==> src/rtl/d_register_bank_pkg.sv <==
// Shared types and default parameters for the register bank slice.
package reg_bank_pkg;

    // Scan controller states: IDLE accepts writes, SCAN streams every channel out.
    typedef enum logic {
        IDLE = 1'b0,
        SCAN = 1'b1
    } scan_state_e;

    localparam int DEF_WIDTH    = 8;
    localparam int DEF_CHANNELS = 4;
    localparam bit DEF_BYPASS   = 1'b1;

endpackage

==> src/rtl/d_register_bank_if.sv <==
// Write/read/scan bus of the register bank; master drives requests, slave is the bank.
interface d_register_bank_if
    import reg_bank_pkg::*;
#(
    parameter int WIDTH = DEF_WIDTH,
    parameter int AW    = $clog2(DEF_CHANNELS)
);
    logic             wr_valid;
    logic             wr_ready;
    logic [AW-1:0]    wr_addr;
    logic [WIDTH-1:0] wr_data;
    logic [AW-1:0]    rd_addr;
    logic [WIDTH-1:0] rd_q;
    logic [WIDTH-1:0] rd_notq;
    logic             scan_start;
    logic             scan_busy;
    logic             scan_valid;
    logic [WIDTH-1:0] scan_data;
    logic             scan_last;

    modport master (
        output wr_valid, wr_addr, wr_data, rd_addr, scan_start,
        input  wr_ready, rd_q, rd_notq, scan_busy, scan_valid, scan_data, scan_last
    );

    modport slave (
        input  wr_valid, wr_addr, wr_data, rd_addr, scan_start,
        output wr_ready, rd_q, rd_notq, scan_busy, scan_valid, scan_data, scan_last
    );
endinterface

==> src/rtl/d_register_bank_reg.sv <==
// One storage channel: WIDTH-bit register with load enable and synchronous clear.
module d_register
    import reg_bank_pkg::*;
#(
    parameter int WIDTH = DEF_WIDTH
) (
    input  logic             clk,
    input  logic             reset,
    input  logic             en_i,
    input  logic [WIDTH-1:0] d_i,
    output logic [WIDTH-1:0] q_o
);
    logic [WIDTH-1:0] data_d;
    logic [WIDTH-1:0] data_q;

    // Next value: load on enable, otherwise hold.
    always_comb begin
        data_d = data_q;
        if (en_i) begin
            data_d = d_i;
        end
    end

    // Storage flop; clear takes priority over a load in the same cycle.
    // NOTE: every channel is a real flop bank, so it can be cleared; this is not an inferred RAM.
    always_ff @(posedge clk) begin
        // NOTE: non-blocking so all channels and the FSM update from the same pre-edge values.
        if (reset) begin
            data_q <= '0;
        end else begin
            data_q <= data_d;
        end
    end

    assign q_o = data_q;
endmodule

==> src/rtl/d_register_bank.sv <==
// Register bank: CHANNELS x WIDTH storage, zero-latency read with optional
// write bypass, and a serial scan that dumps every channel one beat per cycle.
module d_register_bank
    import reg_bank_pkg::*;
#(
    parameter int WIDTH    = DEF_WIDTH,
    parameter int CHANNELS = DEF_CHANNELS,
    parameter bit BYPASS   = DEF_BYPASS
) (
    input logic               clk,
    input logic               reset,
    d_register_bank_if.slave  bus
);
    localparam int          AW       = $clog2(CHANNELS);
    localparam logic [AW-1:0] LAST_IDX = AW'(CHANNELS - 1);

    scan_state_e      state_q;
    logic [AW-1:0]    idx_q;
    logic [WIDTH-1:0] stored [CHANNELS];
    logic [CHANNELS-1:0] wr_en;
    logic             wr_fire;
    logic             bypass_hit;
    logic [WIDTH-1:0] rd_val;
    logic [WIDTH-1:0] scan_val;

    // Writes are only taken outside a scan, so the dump is a consistent snapshot.
    assign bus.wr_ready = (state_q == IDLE);
    assign wr_fire      = bus.wr_valid && bus.wr_ready;

    // One register per channel; an address beyond the last channel enables nothing.
    for (genvar g = 0; g < CHANNELS; g++) begin : g_ch
        assign wr_en[g] = wr_fire && (bus.wr_addr == AW'(g));

        d_register #(.WIDTH(WIDTH)) u_reg (
            .clk   (clk),
            .reset (reset),
            .en_i  (wr_en[g]),
            .d_i   (bus.wr_data),
            .q_o   (stored[g])
        );
    end

    // Forward the write data when it lands on the channel being read (reset discards it).
    assign bypass_hit = BYPASS && !reset && (|wr_en) && (bus.wr_addr == bus.rd_addr);

    // Read mux: unmapped addresses read as zero.
    always_comb begin
        // NOTE: default first so every path assigns rd_val and no latch is inferred.
        rd_val = '0;
        for (int i = 0; i < CHANNELS; i++) begin
            if (bus.rd_addr == AW'(i)) begin
                rd_val = stored[i];
            end
        end
        if (bypass_hit) begin
            rd_val = bus.wr_data;
        end
    end

    assign bus.rd_q    = rd_val;
    assign bus.rd_notq = ~rd_val;

    // Scan mux: selected channel while scanning, zero while idle.
    always_comb begin
        scan_val = '0;
        for (int i = 0; i < CHANNELS; i++) begin
            if (state_q == SCAN && idx_q == AW'(i)) begin
                scan_val = stored[i];
            end
        end
    end

    assign bus.scan_busy  = (state_q == SCAN);
    assign bus.scan_valid = (state_q == SCAN);
    assign bus.scan_data  = scan_val;
    assign bus.scan_last  = (state_q == SCAN) && (idx_q == LAST_IDX);

    // Scan controller: start from IDLE, walk idx over all channels, then drop back.
    always_ff @(posedge clk) begin
        if (reset) begin
            state_q <= IDLE;
            idx_q   <= '0;
        end else begin
            case (state_q)
                IDLE: begin
                    if (bus.scan_start) begin
                        state_q <= SCAN;
                        idx_q   <= '0;
                    end
                end
                SCAN: begin
                    if (idx_q == LAST_IDX) begin
                        state_q <= IDLE;
                        idx_q   <= '0;
                    end else begin
                        idx_q <= idx_q + AW'(1);
                    end
                end
                default: begin
                    state_q <= IDLE;
                    idx_q   <= '0;
                end
            endcase
        end
    end
endmodule

==> src/flat_wrapper.sv <==
// flat-port wrapper written by rule: the top's interface ports become plain ports
module d_register_bank_flat import reg_bank_pkg::*;
#(
    parameter int WIDTH    = DEF_WIDTH,
    parameter int CHANNELS = DEF_CHANNELS,
    parameter bit BYPASS   = DEF_BYPASS
)
  (clk, reset, bus_wr_valid, bus_wr_addr, bus_wr_data, bus_rd_addr, bus_scan_start, bus_wr_ready, bus_rd_q, bus_rd_notq, bus_scan_busy, bus_scan_valid, bus_scan_data, bus_scan_last);
  d_register_bank_if #(.WIDTH(WIDTH), .AW(2)) bus_i ();
  input logic clk;
  input logic reset;
  input wire logic [$bits(bus_i.wr_valid)-1:0] bus_wr_valid;
  input wire logic [$bits(bus_i.wr_addr)-1:0] bus_wr_addr;
  input wire logic [$bits(bus_i.wr_data)-1:0] bus_wr_data;
  input wire logic [$bits(bus_i.rd_addr)-1:0] bus_rd_addr;
  input wire logic [$bits(bus_i.scan_start)-1:0] bus_scan_start;
  output wire logic [$bits(bus_i.wr_ready)-1:0] bus_wr_ready;
  output wire logic [$bits(bus_i.rd_q)-1:0] bus_rd_q;
  output wire logic [$bits(bus_i.rd_notq)-1:0] bus_rd_notq;
  output wire logic [$bits(bus_i.scan_busy)-1:0] bus_scan_busy;
  output wire logic [$bits(bus_i.scan_valid)-1:0] bus_scan_valid;
  output wire logic [$bits(bus_i.scan_data)-1:0] bus_scan_data;
  output wire logic [$bits(bus_i.scan_last)-1:0] bus_scan_last;
  assign bus_i.wr_valid = bus_wr_valid;
  assign bus_i.wr_addr = bus_wr_addr;
  assign bus_i.wr_data = bus_wr_data;
  assign bus_i.rd_addr = bus_rd_addr;
  assign bus_i.scan_start = bus_scan_start;
  assign bus_wr_ready = bus_i.wr_ready;
  assign bus_rd_q = bus_i.rd_q;
  assign bus_rd_notq = bus_i.rd_notq;
  assign bus_scan_busy = bus_i.scan_busy;
  assign bus_scan_valid = bus_i.scan_valid;
  assign bus_scan_data = bus_i.scan_data;
  assign bus_scan_last = bus_i.scan_last;
  d_register_bank #(.WIDTH(WIDTH), .CHANNELS(CHANNELS), .BYPASS(BYPASS)) u_core (.clk(clk), .reset(reset), .bus(bus_i));
endmodule
==> config.mk <==
export PLATFORM = sky130hd
export DESIGN_NAME = d_register_bank_flat
export DESIGN_NICKNAME = d
export VERILOG_FILES = /design/src/rtl/d_register_bank_pkg.sv /design/src/rtl/d_register_bank_if.sv /design/src/rtl/d_register_bank_reg.sv /design/src/rtl/d_register_bank.sv /design/src/flat_wrapper.sv
export SDC_FILE = /design/constraint.sdc
export NUM_CORES = 1
export LEC_CHECK = 0
export CAP_MARGIN = 20
export CORE_ASPECT_RATIO = 1.2
export CORE_MARGIN = 1.5
export CORE_UTILIZATION = 28
export DETAILED_ROUTE_END_ITERATION = 8
export PLACE_DENSITY = 0.59
export SKIP_CTS_REPAIR_TIMING = 1
export SYNTH_ARGS = -nofsm -noshare
export SYNTH_HDL_FRONTEND = slang
export SYNTH_SLANG_ARGS = --single-unit
==> constraint.sdc <==
create_clock -name clk -period 4.9 [get_ports clk]
set_input_delay 1.47 -clock clk [delete_from_list [all_inputs] [get_ports clk]]
set_output_delay 1.47 -clock clk [all_outputs]
set_load 0.05 [all_outputs]
# Word-level counts from Yosys, hierarchy flattened
# Index checks and enable logic that the tools add are counted.
classes:
  add_sub_neg: 1
  eq_ne: 11
  mux: 15
  bitwise_logic: 2
  n_reduce_logical: 16
op_table:
  columns: ["op", "count"]
  rows:
  - ["8-bit two-way mux", 9]
  - ["2-bit == test (second input constant)", 6]
  - ["1-bit logical AND", 11]
  - ["8-bit inverter", 1]
  - ["2-bit by 1-bit == test with 1-bit output (second input constant)", 3]
  - ["2-bit zero test", 3]
  - ["2-bit two-way mux", 2]
  - ["2-bit case mux with 2 select lines", 1]
  - ["4-bit OR reduction", 1]
  - ["2-bit by 1-bit adder with 2-bit output (second input constant)", 1]
  - ["2-bit == test", 1]
  - ["1-bit two-way mux", 2]
  - ["2-bit inequality test (second input constant)", 1]
  - ["1-bit case mux with 2 select lines", 1]
  - ["1-bit zero test", 1]
  - ["1-bit inverter", 1]
totals:
  ff_bits: 35
  elab_cells: 51

# Logic depth before layout (Yosys ltp)
# Gate-level depths: netlist (run 1).
logic_depth:
  word_depth: 8
  depth_mapped: 7
  depth_no_buf: 5

# By module
# Synthesis (run 1) repeated with hierarchy kept, for this count alone.
unflattened:
  cells_unflattened: 216
  area_unflattened_um2: 2135.8
modules_own_cells:
  columns: ["mod", "instances", "cells_per_inst", "area_each_um2", "seq_area_each_um2"]
  rows:
  - ["d_register", 4, 26, 285.3, 160.2]
  - ["d_register_bank", 1, 112, 994.7, 60.1]

# Worst setup path after synthesis (run 1)
# OpenSTA, ideal clock, no wires.
synth_timing:
  path_type: "input to output"
  from: "input bus_rd_addr[0]"
  to: "output bus_rd_notq[0]"
  arrival_time_ns: 2.988
  required_ns: 3.430
  setup_slack_ns: 0.442
  path_stages: 3
  n_path_buf: 1
  path_cell_list: "buf_4 > mux4_2 > mux2i_1"
synth_between:
  elab_chain_len: 7
  elab_cells_between_ends: 12
  classes_between: "eq/ne (4); mux (5); bitwise (1); reduce/logical (2)"
synth_lines:
  columns: ["element", "line", "text"]
  rows:
  - ["start: declaration", "flat_wrapper.sv:15", "input wire logic [$bits(bus_i.rd_addr)-1:0] bus_rd_addr;"]
  - ["2-bit zero test", "d_register_bank.sv:51", "if (bus.rd_addr == AW'(i)) begin"]
  - ["8-bit two-way mux (4 in series)", "d_register_bank.sv:51", null]
  - ["8-bit two-way mux *", "d_register_bank.sv:55", "if (bypass_hit) begin"]
  - ["8-bit inverter *", "d_register_bank.sv:61", "assign bus.rd_notq = ~rd_val;"]
  - ["end: declaration", "flat_wrapper.sv:19", "output wire logic [$bits(bus_i.rd_notq)-1:0] bus_rd_notq;"]
# Every way passes the cells marked *; elsewhere a longest branch is shown, timed or not.

# Final worst setup path (run 1)
layout_timing:
  from: "input bus_wr_addr[1]"
  to: "output bus_rd_notq[2]"
layout_between:
  elab_chain_len: 7
  elab_cells_between_ends: 14
  classes_between: "eq/ne (4); mux (1); bitwise (1); reduce/logical (8)"
layout_lines:
  columns: ["element", "line", "text"]
  rows:
  - ["start: declaration", "flat_wrapper.sv:13", "input wire logic [$bits(bus_i.wr_addr)-1:0] bus_wr_addr;"]
  - ["2-bit == test, or another cell as far along", "d_register_bank.sv:32", "assign wr_en[g] = wr_fire && (bus.wr_addr == AW'(g));"]
  - ["1-bit logical AND", "d_register_bank.sv:32", null]
  - ["4-bit OR reduction", "d_register_bank.sv:44", "assign bypass_hit = BYPASS && !reset && (|wr_en) && (bus.wr_addr == bus.rd_addr);"]
  - ["1-bit logical AND", "d_register_bank.sv:44", null]
  - ["1-bit logical AND *", "d_register_bank.sv:44", null]
  - ["8-bit two-way mux *", "d_register_bank.sv:55", null]
  - ["8-bit inverter *", "d_register_bank.sv:61", null]
# Marked as above.

==> flow_summary.yaml, run 1 <==
grt:
  grt_usage: 0.1450
  grt_pass1_wl_um: 8866
  grt_pass1_vias: 1753
  grt_start_max_net_pins: 36
  grt-ovfl-total: 0
  antenna_found_initial: 0
logic_synthesis:
  async_reset_ff_frac: 0
  yosysWarnings: 0
  synth_ff_type: "dfxtp_1"
  synth-seq-cells: 35
  synthesis.area_um2: 2137
  seq_area_frac_synth: 0.3279
  netlist_top_cells_count: "nand2_1 (40), a21oi_1 (35), dfxtp_1 (35)"
  synth_cell_types: 30
  synthCells: 235
  syn-mean-instance-area_um2: 9.094
  synth_top_area_cell: "dfxtp_1"
  synth_area_leaders: "dfxtp_1 (33%), mux2i_1 (11%), mux4_2 (8.4%)"
  synth.most_common_cell: "nand2_1"
  synth_nets: 255
  synth_edf_count: 0
  netlist.area_leader.share: 0.3279
clocking:
  cts_sinks: 35
  clock-root-buffer: "clkbuf_8"
  clockBufferDepth: 2
  htreeDepth: 2
  clkLatencyLatePin_ns: 0.29
  cts_tree: "yes"
  clk_pin_slew_worst_paths_ns: 0.07
  cts_buffers: 5
floorplanning:
  die_height_um: 98.70
  core-area_um2: 7317
  ios: 44
  start_util: 0.2921
  die-area_um2: 8167
  fp.dieW_um: 82.75
  rows: 34
sta:
  finalClockSkew_ns: 0.006056
  maxSlewViolCount: 0
  rsz0062_at_grt: "no"
  fmax_mhz: 215.6
  min_period_ns: 4.639
  hold_viol_final: 0
  fin_tns_setup_ns: 0
  tightestPinTransition_ns: 0.7006
  fin_crit_sh: 0.9467
  relSlewSlack: 0.5329
  setup_violations: 0
critical_path:
  critPathKind: "in2out"
  r2r_setup_slack_ns: 3.30
  start_kind: "input pin"
  slowest_delay_ns: 0.65
  cp-end-kind: "output port"
  cp.arrival_ns: 3.17
  path_max_fanout: 16
  cp_cell_sequence: "clkdlybuf4s50_1 > xnor2_2 > nand3_4 > mux2i_1 > buf_12"
  crit_slowest_cell: "clkdlybuf4s50_1"
  crit_required_ns: 3.43
cells_and_area:
  final_net_count: 287
  fillers: 734
  areaGrowthSynthToFinish_pct: 32.14
  antennaDiodeCount: 0
  drive_above_1_share: 0.1866
  stdcell_count: 358
pwr:
  p_per_area_nw_per_um2: 240.4
  p_leak_nw: 1.028
  ir_worst_vdd_v: 0.00009518
route:
  drt.antenna.violating_nets: 0
  drc: 0
  viasPerCell: 4.939
  wl_um: 5438
  wl_per_cell_um: 15.19
  vias: 1768
  drt_iter0_drc: 138
  drt_first_pass_iters: 4
placement:
  dp.cells: 350
  portBuffers: 43
  dpl.hpwl_um: 3672
  gp_congestion: 0.7938
run:
  maxCapViolations: 0
run_status:
  outcome: "finished, final reports clean"
min_path:
  min_path_type: "reg2reg"
-- registers in the layout, summed over array words and instances (netlist names) --
signal                 flops
u_core.bus.scan_busy       1
u_core.g_ch.u_reg.q_o     32
u_core.idx_q               2
-- cells by family after synthesis --
group                    Yosys count  share of synthesized area
AO/OA/AOI/OAI                     43                     0.1194
flip-flops                        35                     0.3279
XOR/XNOR                           2                    0.01522
adder cells (fa/ha/maj)            4                    0.02342
multiplexers                      40                     0.2424
buffers and inverters             32                    0.07670
AND/OR/NAND/NOR                   79                     0.1950
-- final timing paths --
kind,start,endpoint,cells past startpoint
max,bus_wr_addr[1],bus_rd_notq[2],5
min,u_core.g_ch[3].u_reg.q_o[0],u_core.g_ch[3].u_reg.q_o[0],2
max reg2reg,u_core.bus.scan_busy,u_core.g_ch[0].u_reg.q_o[0],3
min reg2reg,u_core.g_ch[3].u_reg.q_o[0],u_core.g_ch[3].u_reg.q_o[0],2
-- power by group --
part           total (W)  switching [W]  leakage [nW]  internal [W]
clock network   0.000201       0.000104        0.0477     0.0000972
registers       0.000303     0.00000945         0.284      0.000294
logic           0.000174      0.0000963         0.696     0.0000781
-- metrics by stage --
| step | utilization | setup WS (ns) | power (W) | area (um^2) | hold WS (ns) |
|---|---|---|---|---|---|
| finish | 0.3859 | 0.2613 | 0.0006789 | 2824 | 0.4739 |
| global route | 0.3859 | 0.1471 | 0.0007092 | 2824 | 0.5048 |
| CTS | 0.3859 | 0.2403 | 0.0006880 | 2824 | 0.4738 |
| detailed placement | 0.3745 | 0.2516 | 0.0004857 | 2740 | 0.4638 |
| global placement | 0.3745 | 0.2515 | 0.0004842 | 2740 | 0.4598 |
| floorplan | - | 0.4419 | 0.0004164 | 2137 | 0.4436 |
-- area by class of cell --
cell class | instances | area, um^2 | share of cell area
multi-input combinational | 168 | 1272 | 0.4506
sequential | 35 | 700.7 | 0.2481
timing repair buffer | 46 | 613.1 | 0.2171
tap | 90 | 112.6 | 0.03988
clock buffer | 5 | 68.82 | 0.02437
inverter | 11 | 41.29 | 0.01462
clock inverter | 3 | 15.01 | 0.005317
-- layer usage --
layer  global-route usage  share of wire  up-vias
met5                    0              0        -
met3              0.03426          0.056        7
met1               0.1872           0.44      828
met2               0.2395           0.49       52
li1                     -              -      881
met4              0.03846          0.012        0
-- layout by cell type, fill, tap and decap left out --
master,instances
a21oi_1,35
a221o_1,8
and2_1,1
and4b_1,1
and4bb_2,2
buf_12,16
buf_4,3
clkbuf_8,5
clkdlybuf4s50_1,27
clkinv_1,1
clkinv_2,3
dfxtp_1,35
ha_1,4
inv_1,10
mux2_2,6
mux2_4,2
mux2i_1,24
mux4_2,8
nand2_1,40
nand3_4,1
nand3b_1,8
nand4b_1,1
nor2_1,19
nor2b_1,1
nor3b_1,2
nor3b_2,1
nor4b_4,1
or4b_1,1
xnor2_2,2
-- critical path: cells and delay by family --
kind          cells  cell delay, ns
buf+inv           2            0.84
simple gates      1            0.28
xor+xnor          1            0.18
mux               1            0.40
Power figures use the tool's default switching activity.
==> inputs of run 2 (changes only) <==
--- a/config.mk
+++ b/config.mk
@@ -14,4 +14,5 @@
 export SKIP_CTS_REPAIR_TIMING = 1
 export SYNTH_ARGS = -nofsm -noshare
 export SYNTH_HDL_FRONTEND = slang
+export SYNTH_HIERARCHICAL = 1
 export SYNTH_SLANG_ARGS = --single-unit
==> run 2 against run 1 <==
Die area hardly changed. Clock-buffer cell count is 2 higher. Global-route usage is 0.15 points higher. Cell count is 3.9% lower. Largest cell class unchanged.
==> flow_summary.yaml, run 2 <==
route:
  drt_iter0_drc: 87
  drc: 0
  drt.antenna.violating_nets: 0
  drt_first_pass_iters: 4
  wl_um: 5632
  vias: 1746
  wl_per_cell_um: 16.37
  viasPerCell: 5.076
pwr:
  seqPwrFrac: 0.445
  internal_power_w: 0.0004710
  ir_worst_vdd_v: 0.0001185
  p_per_area_nw_per_um2: 241.6
  p_leak_nw: 1.086
  power.clock.fraction: 0.300
  netSwitchingPower_w: 0.0002081
  power_frac_comb: 0.255
  p_sw_frac: 0.3064
sta:
  rsz0062_at_grt: "no"
  holdWs_ns: 0.5237
  tightestPinTransition_ns: 0.7139
  min_period_ns: 4.821
  fin_crit_sh: 0.9838
  relSlewSlack: 0.5240
  fmax_mhz: 207.4
  hold_viol_final: 0
  finalClockSkew_ns: 0.003532
  fin_tns_setup_ns: 0
  maxSlewViolCount: 0
  setup_violations: 0
critical_path:
  cp.arrival_ns: 3.35
  path_max_fanout: 16
  crit_required_ns: 3.43
  critPathKind: "in2out"
  start_kind: "input pin"
  cp-end-kind: "output port"
floorplanning:
  die-area_um2: 8162
  fp.dieW_um: 82.73
  die_height_um: 98.67
  start_util: 0.2919
  ios: 44
  rows: 34
  core-area_um2: 7317
logic_synthesis:
  syn-mean-instance-area_um2: 9.888
  synth_edf_count: 0
  synth_area_leaders: "dfxtp_1 (33%), mux2i_1 (19%), mux4_1 (9.8%)"
  synth_cell_types: 25
  synth_ff_type: "dfxtp_1"
  synth.most_common_cell: "mux2i_1"
  netlist.area_leader.share: 0.3281
  synthCells: 216
  seq_area_frac_synth: 0.3281
  async_reset_ff_frac: 0
  synthesis.area_um2: 2136
  synth-seq-cells: 35
  synth_top_area_cell: "dfxtp_1"
  synth_nets: 236
  yosysWarnings: 6
  netlist_top_cells_count: "mux2i_1 (40), dfxtp_1 (35), nor2_1 (35)"
cells_and_area:
  final_net_count: 273
  final_cell_mix: "mux2i_1 (39), nor2_1 (35), dfxtp_1 (35)"
  final_core_util: 0.3842
  stdcell_count: 344
  antennaDiodeCount: 0
  drive_above_1_share: 0.1535
  final_common_cell: "mux2i_1"
  post-route-cell-area_um2: 2811
  largest_reg_flops: 32
  areaGrowthSynthToFinish_pct: 31.63
placement:
  gp_congestion: 0.7457
  dp.cells: 336
  dpl.hpwl_um: 3859
  portBuffers: 43
  placed_cell_area_um2: 2723
grt:
  grt_start_max_net_pins: 36
  grt_pass1_wl_um: 8949
  grt_pass1_vias: 1746
  antenna_found_initial: 0
  grt_usage: 0.1465
  grt-ovfl-total: 0
clocking:
  cts_buffers: 5
  clkLatencyLatePin_ns: 0.29
  cts_sinks: 35
  cts_tree: "yes"
  clk_pin_slew_worst_paths_ns: 0.07
  htreeDepth: 2
  clock-root-buffer: "clkbuf_8"
  clockBufferDepth: 2
run:
  maxCapViolations: 0
run_status:
  outcome: "finished, final reports clean"
min_path:
  min_path_type: "reg2reg"
## run 2: path summary, 6_finish.rpt
path	startpoint	end	slack, ns	cells after the start
worst min-delay path	u_core/g_ch[0].u_reg/q_o[6]	u_core/g_ch[0].u_reg/q_o[6]	0.52	2
worst min register to register	u_core/g_ch[0].u_reg/q_o[6]	u_core/g_ch[0].u_reg/q_o[6]	0.52	2
worst max register to register	u_core/bus.scan_busy	u_core/g_ch[3].u_reg/q_o[1]	2.98	4
worst max-delay path	bus_wr_addr[0]	bus_rd_q[6]	0.08	6
## run 2: cells by family (layout without fill, tap and decap cells)
family,after synthesis,after routing,synth area share
and+or+nand+nor,61,61,0.1400
muxes,56,56,0.3316
DFF,35,35,0.3281
xor gates and xnor gates,2,2,0.008203
AOI/OAI and AO/OA,27,27,0.08202
buffers and inverters,31,69,0.08670
adders and majority gates,4,4,0.02343
## run 2: final cells by class
type	count	area [um^2]
tap	90	112.6
sequential	35	700.7
fill	740	4506
inverter	11	41.29
clock inverter	1	5.005
clock buffer	7	76.32
timing repair buffer	50	621.8
multi-input combinational	150	1254
## run 2: power groups by stage
| stage | Clock [W] | Combinational, W | Sequential, W |
|---|---|---|---|
| 2_1_floorplan | 0 | 0.000103 | 0.000309 |
| 3_5_place_dp | 0 | 0.000172 | 0.000309 |
| 4_1_cts | 0.000211 | 0.000173 | 0.000302 |
| 6_report | 0.000204 | 0.000173 | 0.000302 |
| 3_3_place_gp | 0 | 0.000171 | 0.000308 |
| 5_1_grt | 0.000221 | 0.000182 | 0.000304 |
## run 2: worst max-delay path: stages
cell,delay (ns)
clkdlybuf4s50_1,0.52
xor2_1,0.18
or4_1,0.49
buf_6,0.20
mux2_4,0.30
buf_4,0.19
## run 2: per-stage QoR
step,worst slack [ns],power (W)
after floorplan,0.1288,0.0004120
after global placement,0.03640,0.0004796
after detailed placement,0.04731,0.0004809
after CTS,0.05124,0.0006858
after global routing,0.03197,0.0007072
final,0.07932,0.0006791
## run 2: layer usage
metal | up-vias | track usage | part of all wire
met5 | - | 0 | 0
met4 | 0 | 0.06410 | 0.024
met2 | 44 | 0.2633 | 0.53
li1 | 838 | - | -
met1 | 856 | 0.1670 | 0.41
met3 | 8 | 0.02037 | 0.029
